### src/rtl/mult_div_sequencer_pkg.sv
// Shared definitions for the multi-cycle multiply/divide sequencer.
//   - operation encodings carried on the op port
//   - ALU control codes (must match the shared EX-stage ALU)
//   - FSM state encoding
//   - small decode helpers for the op field
package mult_div_sequencer_pkg;

  localparam int MD_DATA_WIDTH = 32;
  localparam int MD_CTRL_WIDTH = 4;

  localparam logic [1:0] OP_MULT  = 2'b00;
  localparam logic [1:0] OP_MULTU = 2'b01;
  localparam logic [1:0] OP_DIV   = 2'b10;
  localparam logic [1:0] OP_DIVU  = 2'b11;

  localparam logic [3:0] ALU_ADD = 4'b0010;
  localparam logic [3:0] ALU_SUB = 4'b0110;

  typedef enum logic [2:0] {
    ST_IDLE   = 3'd0,
    ST_NEG_A  = 3'd1,
    ST_NEG_B  = 3'd2,
    ST_ITER   = 3'd3,
    ST_FIX_LO = 3'd4,
    ST_FIX_HI = 3'd5,
    ST_DONE   = 3'd6
  } state_e;

  function automatic logic op_is_div(input logic [1:0] op_in);
    return (op_in == OP_DIV) || (op_in == OP_DIVU);
  endfunction

  function automatic logic op_is_signed(input logic [1:0] op_in);
    return (op_in == OP_MULT) || (op_in == OP_DIV);
  endfunction

endpackage

### src/rtl/mult_div_sequencer_step.sv
// mult_div_step: one shift-add / restoring-divide iteration.
// Selects the ALU operands for the current iteration and turns the ALU
// result back into the next accumulator pair.
//   is_div     in  : 1 = divide iteration, 0 = multiply iteration
//   hi_acc     in  : product high half / partial remainder
//   lo_acc     in  : multiplier being shifted out / dividend-quotient
//   mcand      in  : multiplicand / divisor magnitude
//   alu_result in  : combinational ALU result for alu_a +/- alu_b
//   alu_a/b    out : ALU operands for this iteration
//   hi_nxt     out : next hi_acc (remainder)
//   lo_nxt     out : next lo_acc (quotient)
module mult_div_step
  import mult_div_sequencer_pkg::*;
#(
  parameter int DATA_WIDTH = MD_DATA_WIDTH
) (
  input  logic                  is_div,
  input  logic [DATA_WIDTH-1:0] hi_acc,
  input  logic [DATA_WIDTH-1:0] lo_acc,
  input  logic [DATA_WIDTH-1:0] mcand,
  input  logic [DATA_WIDTH-1:0] alu_result,
  output logic [DATA_WIDTH-1:0] alu_a,
  output logic [DATA_WIDTH-1:0] alu_b,
  output logic [DATA_WIDTH-1:0] hi_nxt,
  output logic [DATA_WIDTH-1:0] lo_nxt
);

  localparam int MSB = DATA_WIDTH - 1;

  logic [DATA_WIDTH-1:0] sh;
  logic                  shift_out;
  logic                  carry;
  logic                  borrow;

  // The remainder is conceptually 33 bits wide: shift_out is the bit that
  // falls off the top when the remainder is shifted left.
  assign sh        = {hi_acc[MSB-1:0], lo_acc[MSB]};
  assign shift_out = hi_acc[MSB];

  // Operand selection depends only on registered state, never on alu_result,
  // so the external ALU path stays free of combinational loops.
  assign alu_a = is_div ? sh : hi_acc;
  assign alu_b = is_div ? mcand : (lo_acc[0] ? mcand : '0);

  // Carry-out of alu_a + alu_b and unsigned borrow of alu_a - alu_b,
  // reconstructed from the operand MSBs and the 32-bit result MSB.
  assign carry  = (alu_a[MSB] & alu_b[MSB]) |
                  ((alu_a[MSB] ^ alu_b[MSB]) & ~alu_result[MSB]);
  assign borrow = (~alu_a[MSB] & alu_b[MSB]) |
                  (~(alu_a[MSB] ^ alu_b[MSB]) & alu_result[MSB]);

  always_comb begin
    hi_nxt = hi_acc;
    lo_nxt = lo_acc;
    if (is_div) begin
      if (shift_out | ~borrow) begin
        hi_nxt = alu_result;
        lo_nxt = {lo_acc[MSB-1:0], 1'b1};
      end else begin
        hi_nxt = sh;
        lo_nxt = {lo_acc[MSB-1:0], 1'b0};
      end
    end else begin
      hi_nxt = {carry, alu_result[MSB:1]};
      lo_nxt = {alu_result[0], lo_acc[MSB:1]};
    end
  end

endmodule

### src/rtl/mult_div_sequencer.sv
// mult_div_sequencer: multi-cycle MULT/MULTU/DIV/DIVU unit that borrows the
// shared EX-stage ALU for one iteration per cycle.
//   clock, reset_n          : rising-edge clock, async active-low reset
//   start, op, operand_a/b  : request, accepted only when busy is low
//   busy, done              : busy in every state but IDLE/DONE; done pulses
//   hi_result, lo_result    : product[63:32]/remainder, product[31:0]/quotient
//   alu_request             : tells the datapath mux to route the ALU here
//   alu_control/operand_a/b : ALU drive, ADD with zero operands when idle
//   alu_result              : combinational ALU result, same cycle
// Signed ops run on magnitudes (NEG_A/NEG_B), then fix signs (FIX_LO/FIX_HI).
module mult_div_sequencer
  import mult_div_sequencer_pkg::*;
#(
  parameter int DATA_WIDTH = MD_DATA_WIDTH,
  parameter int CTRL_WIDTH = MD_CTRL_WIDTH
) (
  input  logic                  clock,
  input  logic                  reset_n,
  input  logic                  start,
  input  logic [1:0]            op,
  input  logic [DATA_WIDTH-1:0] operand_a,
  input  logic [DATA_WIDTH-1:0] operand_b,
  output logic                  busy,
  output logic                  done,
  output logic [DATA_WIDTH-1:0] hi_result,
  output logic [DATA_WIDTH-1:0] lo_result,
  output logic                  alu_request,
  output logic [CTRL_WIDTH-1:0] alu_control,
  output logic [DATA_WIDTH-1:0] alu_operand_a,
  output logic [DATA_WIDTH-1:0] alu_operand_b,
  input  logic [DATA_WIDTH-1:0] alu_result
);

  localparam int MSB   = DATA_WIDTH - 1;
  localparam int CNT_W = $clog2(DATA_WIDTH);
  localparam logic [CNT_W-1:0] CNT_LAST = CNT_W'(DATA_WIDTH - 1);
  localparam logic [CTRL_WIDTH-1:0] CTL_ADD = CTRL_WIDTH'(ALU_ADD);
  localparam logic [CTRL_WIDTH-1:0] CTL_SUB = CTRL_WIDTH'(ALU_SUB);

  state_e                state_q, state_d;
  logic [CNT_W-1:0]      cnt_q, cnt_d;
  logic                  is_div_q, is_div_d;
  logic                  is_signed_q, is_signed_d;
  logic                  sgn_xor_q, sgn_xor_d;      // product / quotient negative
  logic                  rem_neg_q, rem_neg_d;
  logic                  lo_pre_nz_q, lo_pre_nz_d;  // lo_acc != 0 before FIX_LO
  logic [DATA_WIDTH-1:0] hi_acc_q, hi_acc_d;
  logic [DATA_WIDTH-1:0] lo_acc_q, lo_acc_d;
  logic [DATA_WIDTH-1:0] mcand_q, mcand_d;          // multiplicand or divisor
  logic [DATA_WIDTH-1:0] hi_res_q, hi_res_d;
  logic [DATA_WIDTH-1:0] lo_res_q, lo_res_d;

  logic                  busy_c;
  logic [CTRL_WIDTH-1:0] alu_ctl_c;
  logic [DATA_WIDTH-1:0] alu_a_c, alu_b_c;
  logic [DATA_WIDTH-1:0] step_alu_a, step_alu_b, step_hi, step_lo;
  logic [DATA_WIDTH-1:0] hi_fix;

  mult_div_step #(.DATA_WIDTH(DATA_WIDTH)) u_step (
    .is_div     (is_div_q),
    .hi_acc     (hi_acc_q),
    .lo_acc     (lo_acc_q),
    .mcand      (mcand_q),
    .alu_result (alu_result),
    .alu_a      (step_alu_a),
    .alu_b      (step_alu_b),
    .hi_nxt     (step_hi),
    .lo_nxt     (step_lo)
  );

  assign busy_c = (state_q != ST_IDLE) && (state_q != ST_DONE);

  // ALU drive depends only on registered state. Negations are 0 - x; in
  // NEG_A/NEG_B the operand being negated is the dividend/divisor for a
  // divide and the multiplicand/multiplier for a multiply.
  always_comb begin
    alu_ctl_c = CTL_ADD;
    alu_a_c   = '0;
    alu_b_c   = '0;
    case (state_q)
      ST_NEG_A: begin
        alu_ctl_c = CTL_SUB;
        alu_b_c   = is_div_q ? lo_acc_q : mcand_q;
      end
      ST_NEG_B: begin
        alu_ctl_c = CTL_SUB;
        alu_b_c   = is_div_q ? mcand_q : lo_acc_q;
      end
      ST_ITER: begin
        alu_ctl_c = is_div_q ? CTL_SUB : CTL_ADD;
        alu_a_c   = step_alu_a;
        alu_b_c   = step_alu_b;
      end
      ST_FIX_LO: begin
        alu_ctl_c = CTL_SUB;
        alu_b_c   = lo_acc_q;
      end
      ST_FIX_HI: begin
        alu_ctl_c = CTL_SUB;
        alu_b_c   = hi_acc_q;
      end
      default: ;
    endcase
  end

  always_comb begin
    state_d     = state_q;
    cnt_d       = cnt_q;
    is_div_d    = is_div_q;
    is_signed_d = is_signed_q;
    sgn_xor_d   = sgn_xor_q;
    rem_neg_d   = rem_neg_q;
    lo_pre_nz_d = lo_pre_nz_q;
    hi_acc_d    = hi_acc_q;
    lo_acc_d    = lo_acc_q;
    mcand_d     = mcand_q;
    hi_res_d    = hi_res_q;
    lo_res_d    = lo_res_q;
    hi_fix      = hi_acc_q;

    case (state_q)
      ST_IDLE, ST_DONE: begin
        state_d = ST_IDLE;
        if (start) begin
          is_div_d    = op_is_div(op);
          is_signed_d = op_is_signed(op);
          sgn_xor_d   = operand_a[MSB] ^ operand_b[MSB];
          rem_neg_d   = operand_a[MSB];
          lo_pre_nz_d = 1'b0;
          cnt_d       = CNT_LAST;
          hi_acc_d    = '0;
          // lo_acc holds what gets shifted out: dividend or multiplier.
          lo_acc_d    = op_is_div(op) ? operand_a : operand_b;
          mcand_d     = op_is_div(op) ? operand_b : operand_a;
          if (op_is_div(op) && (operand_b == '0)) begin
            state_d  = ST_DONE;
            hi_res_d = operand_a;
            lo_res_d = '1;
          end else if (op_is_signed(op)) begin
            state_d = ST_NEG_A;
          end else begin
            state_d = ST_ITER;
          end
        end
      end
      ST_NEG_A: begin
        if (alu_b_c[MSB]) begin
          if (is_div_q) lo_acc_d = alu_result;
          else          mcand_d  = alu_result;
        end
        state_d = ST_NEG_B;
      end
      ST_NEG_B: begin
        if (alu_b_c[MSB]) begin
          if (is_div_q) mcand_d  = alu_result;
          else          lo_acc_d = alu_result;
        end
        state_d = ST_ITER;
      end
      ST_ITER: begin
        hi_acc_d = step_hi;
        lo_acc_d = step_lo;
        cnt_d    = cnt_q - 1'b1;
        if (cnt_q == '0) begin
          if (is_signed_q) begin
            state_d = ST_FIX_LO;
          end else begin
            state_d  = ST_DONE;
            hi_res_d = step_hi;
            lo_res_d = step_lo;
          end
        end
      end
      ST_FIX_LO: begin
        lo_pre_nz_d = |lo_acc_q;
        if (sgn_xor_q) lo_acc_d = alu_result;
        state_d = ST_FIX_HI;
      end
      ST_FIX_HI: begin
        // 64-bit negate: the high half takes a borrow unless the low half was 0.
        if (!is_div_q && sgn_xor_q) hi_fix = alu_result - DATA_WIDTH'(lo_pre_nz_q);
        if (is_div_q && rem_neg_q)  hi_fix = alu_result;
        hi_acc_d = hi_fix;
        hi_res_d = hi_fix;
        lo_res_d = lo_acc_q;
        state_d  = ST_DONE;
      end
      default: state_d = ST_IDLE;
    endcase
  end

  always_ff @(posedge clock or negedge reset_n) begin
    if (!reset_n) begin
      state_q     <= ST_IDLE;
      cnt_q       <= '0;
      is_div_q    <= 1'b0;
      is_signed_q <= 1'b0;
      sgn_xor_q   <= 1'b0;
      rem_neg_q   <= 1'b0;
      lo_pre_nz_q <= 1'b0;
      hi_acc_q    <= '0;
      lo_acc_q    <= '0;
      mcand_q     <= '0;
      hi_res_q    <= '0;
      lo_res_q    <= '0;
    end else begin
      state_q     <= state_d;
      cnt_q       <= cnt_d;
      is_div_q    <= is_div_d;
      is_signed_q <= is_signed_d;
      sgn_xor_q   <= sgn_xor_d;
      rem_neg_q   <= rem_neg_d;
      lo_pre_nz_q <= lo_pre_nz_d;
      hi_acc_q    <= hi_acc_d;
      lo_acc_q    <= lo_acc_d;
      mcand_q     <= mcand_d;
      hi_res_q    <= hi_res_d;
      lo_res_q    <= lo_res_d;
    end
  end

  assign busy          = busy_c;
  assign done          = (state_q == ST_DONE);
  assign alu_request   = busy_c;
  assign alu_control   = alu_ctl_c;
  assign alu_operand_a = alu_a_c;
  assign alu_operand_b = alu_b_c;
  assign hi_result     = hi_res_q;
  assign lo_result     = lo_res_q;

endmodule

### config.mk
export PLATFORM = sky130hd
export DESIGN_NAME = mult_div_sequencer
export DESIGN_NICKNAME = d
export VERILOG_FILES = /design/src/rtl/mult_div_sequencer_pkg.sv /design/src/rtl/mult_div_sequencer_step.sv /design/src/rtl/mult_div_sequencer.sv
export SDC_FILE = /design/constraint.sdc
export NUM_CORES = 1
export LEC_CHECK = 0
export CAP_MARGIN = 30
export CORE_MARGIN = 5
export CORE_UTILIZATION = 59
export CTS_CLUSTER_DIAMETER = 150
export DETAILED_ROUTE_END_ITERATION = 12
export DONT_BUFFER_PORTS = 1
export HOLD_SLACK_MARGIN = 0.05
export PLACE_DENSITY = 0.76
export SETUP_SLACK_MARGIN = 0.5
export SKIP_CTS_REPAIR_TIMING = 1
export SYNTH_ARGS = -nofsm -noshare
export SYNTH_HDL_FRONTEND = slang
export SYNTH_SLANG_ARGS = --single-unit
### constraint.sdc
create_clock -name clock -period 4 [get_ports clock]
set_input_delay 0.4 -clock clock [delete_from_list [all_inputs] [get_ports clock]]
set_output_delay 0.4 -clock clock [all_outputs]
set_load 0.02 [all_outputs]
Yosys cells after proc, flatten, opt, wreduce, memory -nomap -nowiden
Cells that the tools add are included. W data, S select, Z words.

Bits in registers: 173. Input bits: 101. Output and inout port bits: 135. Logic and storage cells: 122.

Add/sub/neg operators: 2. Equality and inequality tests: 20. Mux-type cells: 48. Bitwise logic cells: 13. Reduce and logical (&&, ||, !) cells: 27.

Operators by type and width (number): $mux W32 (29); $pmux W32 S3 (4); $pmux W32 S5 (2); $logic_not A32 Y1 (1); $reduce_or A32 Y1 (1); $sub A32 B1 Y32 (1); $ne A2 B2 Y1 const B (11); $pmux W3 S6 (1); $mux W3 (4); $pmux W5 S2 (1); $eq A3 B3 Y1 const B (3); $reduce_bool A3 Y1 (3); $reduce_and A2 Y1 (4); $reduce_and A7 Y1 (1); $eq A3 B2 Y1 const B (2); $pmux W3 S2 (1); $reduce_and A6 Y1 (1); $logic_not A5 Y1 (1); $mux W5 (1); $reduce_and A5 Y1 (1); $reduce_bool A5 Y1 (1); $sub A5 B1 Y5 const B (1); $and A1 B1 Y1 (4); $eq A2 B2 Y1 const B (2); 16 further kinds (29).

Longest topological paths before layout
Depth after elaboration: 13. Depth in mapped cells: 16. Depth with buffers taken out: 9.

By module
Synthesis repeated with hierarchy kept, for this count alone.

Cell total of the unflattened synthesis: 1515. Area, all modules: 12804.8 µm².

By module, submodules not included: mult_div_sequencer (times used 1, cells an instance 1321, area each 11150.7 µm², sequential area each 4329.2 µm²); mult_div_step (times used 1, cells an instance 194, area each 1654.1 µm², sequential area each 0.0 µm²).

Least setup slack after synthesis
No wires, ideal clock.

Path kind: register -> register. From: register is_div_q. To: register hi_res_q[2], in the netlist hi_result[2]. Library setup time: 0.132 ns. Data arrival time: 3.760 ns. Data required time: 3.868 ns. Path slack: 0.108 ns. Cell stages (with the launch flop): 17. Path buffers: 7. Period minus slack after synthesis: 3.892 ns. Path through: dfrtp_1 buf_2 buf_2 buf_1 clkbuf_1 buf_1 mux2i_1 inv_1 ha_1 nor2b_1 o21a_1 clkbuf_1 buf_2 mux2i_1 a21oi_1 a2111oi_0 nor2_1.

Longest elaborated chain between the ends: 12. Elaborated cells between the ends (all ways): 20. Those cells by class: mux: 9; bitwise: 8; reduce/logical: 3.

RTL lines: start, declared (RTL line mult_div_sequencer.sv:42) `logic is_div_q, is_div_d;`; start signal, assigned (RTL line mult_div_sequencer.sv:209) `is_div_q <= is_div_d;`; $mux W32, on equally long branches (RTL line mult_div_sequencer_step.sv:42, mult_div_sequencer_step.sv:43); $xor A1 B1 Y1 (RTL line mult_div_sequencer_step.sv:50) `(~(alu_a[MSB] ^ alu_b[MSB]) & alu_result[MSB]);`; $not A1 Y1 (RTL line mult_div_sequencer_step.sv:50); $and A1 B1 Y1 (RTL line mult_div_sequencer_step.sv:50); $or A1 B1 Y1 (RTL line mult_div_sequencer_step.sv:49) `assign borrow = (~alu_a[MSB] & alu_b[MSB]) |`; $not A1 Y1 (RTL line mult_div_sequencer_step.sv:56) `if (shift_out | ~borrow) begin`; $or A1 B1 Y1 (RTL line mult_div_sequencer_step.sv:56); $mux W32 (RTL line mult_div_sequencer_step.sv:56); $mux W32 (RTL line mult_div_sequencer_step.sv:55) `if (is_div) begin`; $mux W32 (RTL line mult_div_sequencer.sv:165) `if (is_signed_q) begin`; $mux W32 (RTL line mult_div_sequencer.sv:164) `if (cnt_q == '0) begin`; $pmux W32 S3 * (RTL line mult_div_sequencer.sv:121) `case (state_q)`; end signal, assigned (RTL line mult_div_sequencer.sv:217) `hi_res_q <= hi_res_d;`; end, declared (RTL line mult_div_sequencer.sv:50) `logic [DATA_WIDTH-1:0] hi_res_q, hi_res_d;`.

Mark *: on every way between the ends. The rest lies on a longest branch, timed or not. The select of a mux whose other input is x is not followed. A chain may end at the register's enable or synchronous reset.

Worst setup path in the final report
From: register is_div_q. To: output alu_operand_b[22].

Longest elaborated chain between the ends: 2. Elaborated cells between the ends (all ways): 4. Those cells by class: mux: 4.

RTL lines: $mux W32, on equally long branches (RTL line mult_div_sequencer_step.sv:43, mult_div_sequencer.sv:83, mult_div_sequencer.sv:87); $pmux W32 S5 * (RTL line mult_div_sequencer.sv:80) `case (state_q)`; end, declared (RTL line mult_div_sequencer.sv:30) `output logic [DATA_WIDTH-1:0] alu_operand_b,`.

Mark *: on every way between the ends. The rest lies on a longest branch, timed or not.

==> flow_summary.ini <==
[outcome]
status = finished with violations
violations = negative hold slack

[timing]
period_share = 0.849
worst_slack_ns = 0.603
slew_viol_final = 0
setup_viol = 0
slew_headroom = 0.377
finalClockSkew_ns = 0.0114
fin_crit_ns = 3.40
rsz0062_at_grt = no
fin_tns_setup_ns = 0
fmax_ghz = 0.294
finalHoldViolations = 173
fin_hold_ws_ns = -0.347
worst_slew_pin_slew_ns = 0.932

[place]
globalplace.congestion = 0.967
place_hpwl_um = 36000
place_area_mm2 = 0.0133
dp_slack_ns = 0.777
io_buffers = 0

[detailed_routing]
ant_nets = 0
drt-wirelength-per-cell_um = 27.9
drc_errors = 0
vias = 13300
avgViaCountPerCell = 7.27
first_iter_violations = 1933
drtPass1Iterations = 6
totalWireLength_um = 51000

[global_route]
gr-usage-all-layers = 0.388
antenna_found_initial = 2
grt_max_degree = 174
grt_pass1_wl_um = 77400
grt_pass1_vias = 12500
globalRouteOverflowTotal = 0

[logic_synthesis]
netlist_area_mm2 = 0.0131
avgSynthCellArea_um2 = 8.07
synthCells = 1623
ys_seq_elements = 173
ys_warn_count = 0
synth_edf_count = 0
synthArstFlopShare = 1.00
ys_seq_area_frac = 0.331
netlist-cell-type-count = 76
synth_ff_type = dfrtp_1

[power_and_ir_drop]
ir_drop_mv = 0.509
p_leak_nw = 5.77
power_density_mw_per_mm2 = 1150

[run]
max-cap-violations = 0

[die]
ios = 236
fp-row-count = 54
die_h_um = 159
core-area_mm2 = 0.0218
chipWidth_um = 159
start_util = 0.600
die-area_mm2 = 0.0253

[final_layout]
layout.nets = 1638
multi_input_area_mm2 = 0.00810
finalInstanceArea_mm2 = 0.0139
fillers = 1897
final-seq-area_mm2 = 0.00433
n_antenna_cell = 0
drive_above_1_share = 0.118
finalCoreUtilization = 0.639
area_growth_pct = 6.42

[clock_tree]
htree_levels = 4
cts_sinks = 173
cts_buffer_depth = 2
clk_pin_slew_ns = 0.07
clk_latency_ns = 0.44
cts_buffers = 17
cts_root_buffer = clkbuf_16
tritoncts = done

[critical_path]
end_kind = output port
path_max_fanout = 74
worstSetupPathType = flip-flop to output port
cp.arrival_ns = 3.00
critical_path_required_ns = 3.60
cp-start-kind = flip-flop

[min_path]
min_path_type = input pin to async pin
==> power by group <==
part,total (W),switching (W),internal (W)
logic,0.00995,0.00626,0.00369
registers,0.00441,0.00169,0.00272
clock network,0.00174,0.000840,0.000896
total,0.0161,0.00879,0.00731
==> sequential cells by signal, summed over array words and instances (netlist names) <==
| name | count |
|---|---|
| state_q | 3 |
| rem_neg_q | 1 |
| lo_pre_nz_q | 1 |
| cnt_q | 5 |
| lo_acc_q | 32 |
| hi_result | 32 |
| mcand_q | 32 |
| sgn_xor_q | 1 |
| lo_result | 32 |
| is_signed_q | 1 |
| hi_acc_q | 32 |
| is_div_q | 1 |
==> layer usage <==
layer  share of wire  vias to the layer above  track usage
met5         0.00029                        -            0
met4           0.075                        2        0.244
met3            0.12                      180       0.0950
met2            0.43                     1008        0.571
met1            0.37                     6334        0.513
li1                -                     5732            -
==> cell usage in the layout (no fill, tap or decap), types with 10 or more instances in the layout <==
| cell | count |
|---|---|
| nand3_1 | 18 |
| inv_1 | 11 |
| nand2_1 | 190 |
| xor2_1 | 11 |
| nand4_1 | 10 |
| a31oi_1 | 19 |
| dfrtp_1 | 172 |
| nor2b_1 | 22 |
| mux2_2 | 67 |
| nor3_1 | 26 |
| nor4_1 | 20 |
| a221oi_1 | 30 |
| a2111oi_0 | 20 |
| clkbuf_16 | 17 |
| nor2_1 | 185 |
| a21oi_1 | 173 |
| buf_4 | 55 |
| a211oi_1 | 13 |
| mux2i_1 | 157 |
| o221ai_1 | 21 |
| o21ai_0 | 128 |
| a221o_1 | 15 |
==> synth_stat cells (all sizes together), types with 13 or more instances <==
cell     number  area, um^2
mux2i       158        1580
a221o        15         150
a2111oi      20         175
nand2       191         717
o21ai       131         656
nor2        186         698
dfrtp       173        4330
nor2b        23         144
buf          41         213
mux2         68         766
o221ai       21         184
a221oi       30         263
nor3         28         145
nor4         20         125
a211oi       13        97.6
a21oi       173         866
a31oi        19         119
clkbuf      131         492
nand3        18        90.1
==> cell families (layout without fill, tap and decap cells) <==
logic type                 after synthesis  in the layout  share of synthesized area
other                                    2              3                   0.000573
muxes                                  226            226                      0.179
xor gates and xnor gates                18             18                     0.0120
and+or+nand+nor                        522            522                      0.179
adders and majority gates                6              6                    0.00573
AOI/OAI and AO/OA                      493            493                      0.236
DFF                                    173            173                      0.331
buffers and inverters                  183            103                     0.0569
==> worst paths after layout <==
kind,from,to,slack [ns],cells past startpoint
max in group asynchronous,reset_n,is_div_q$_DFFE_PN0P_,4.09,0
min in group clock,op[0],is_signed_q$_DFFE_PN0P_,0.07,1
worst max-delay path,is_div_q$_DFFE_PN0P_,alu_operand_b[22],0.60,7
worst min-delay path,reset_n,lo_acc_q[4]$_DFFE_PN0P_,-0.35,0
worst max register to register,state_q[0]$_DFFE_PN0P_,mcand_q[18]$_DFFE_PN0P_,0.82,8
worst min register to register,is_signed_q$_DFFE_PN0P_,is_signed_q$_DFFE_PN0P_,0.51,2
==> stage by stage <==
stage	hold WS, ns	total power, W	instances
floorplan	0.104	0.0112	1624
global placement	0.114	0.0139	1791
detailed placement	0.112	0.0141	1792
CTS	-0.357	0.0159	1824
global route	-0.362	0.0170	1824
finish	-0.347	0.0161	1824
==> critical path: stages, from the launching register on <==
cell and delay (ns):
dfrtp_4 0.45, buf_4 0.37, buf_8 0.47, nor2_1 0.13, o22ai_1 0.63, nand2_1 0.13
o221ai_1 0.15, buf_4 0.20
==> cell type report <==
class                           instances  share of cell area
Timing Repair Buffer                   60              0.0370
Clock buffer                           17              0.0305
Clock inverter                         15              0.0125
Sequential cell                       173               0.311
Tap cell                              280              0.0251
Multi-Input combinational cell       1268               0.581
Inverter                               11             0.00296
Note: power is estimated with default switching activity, not from simulation.
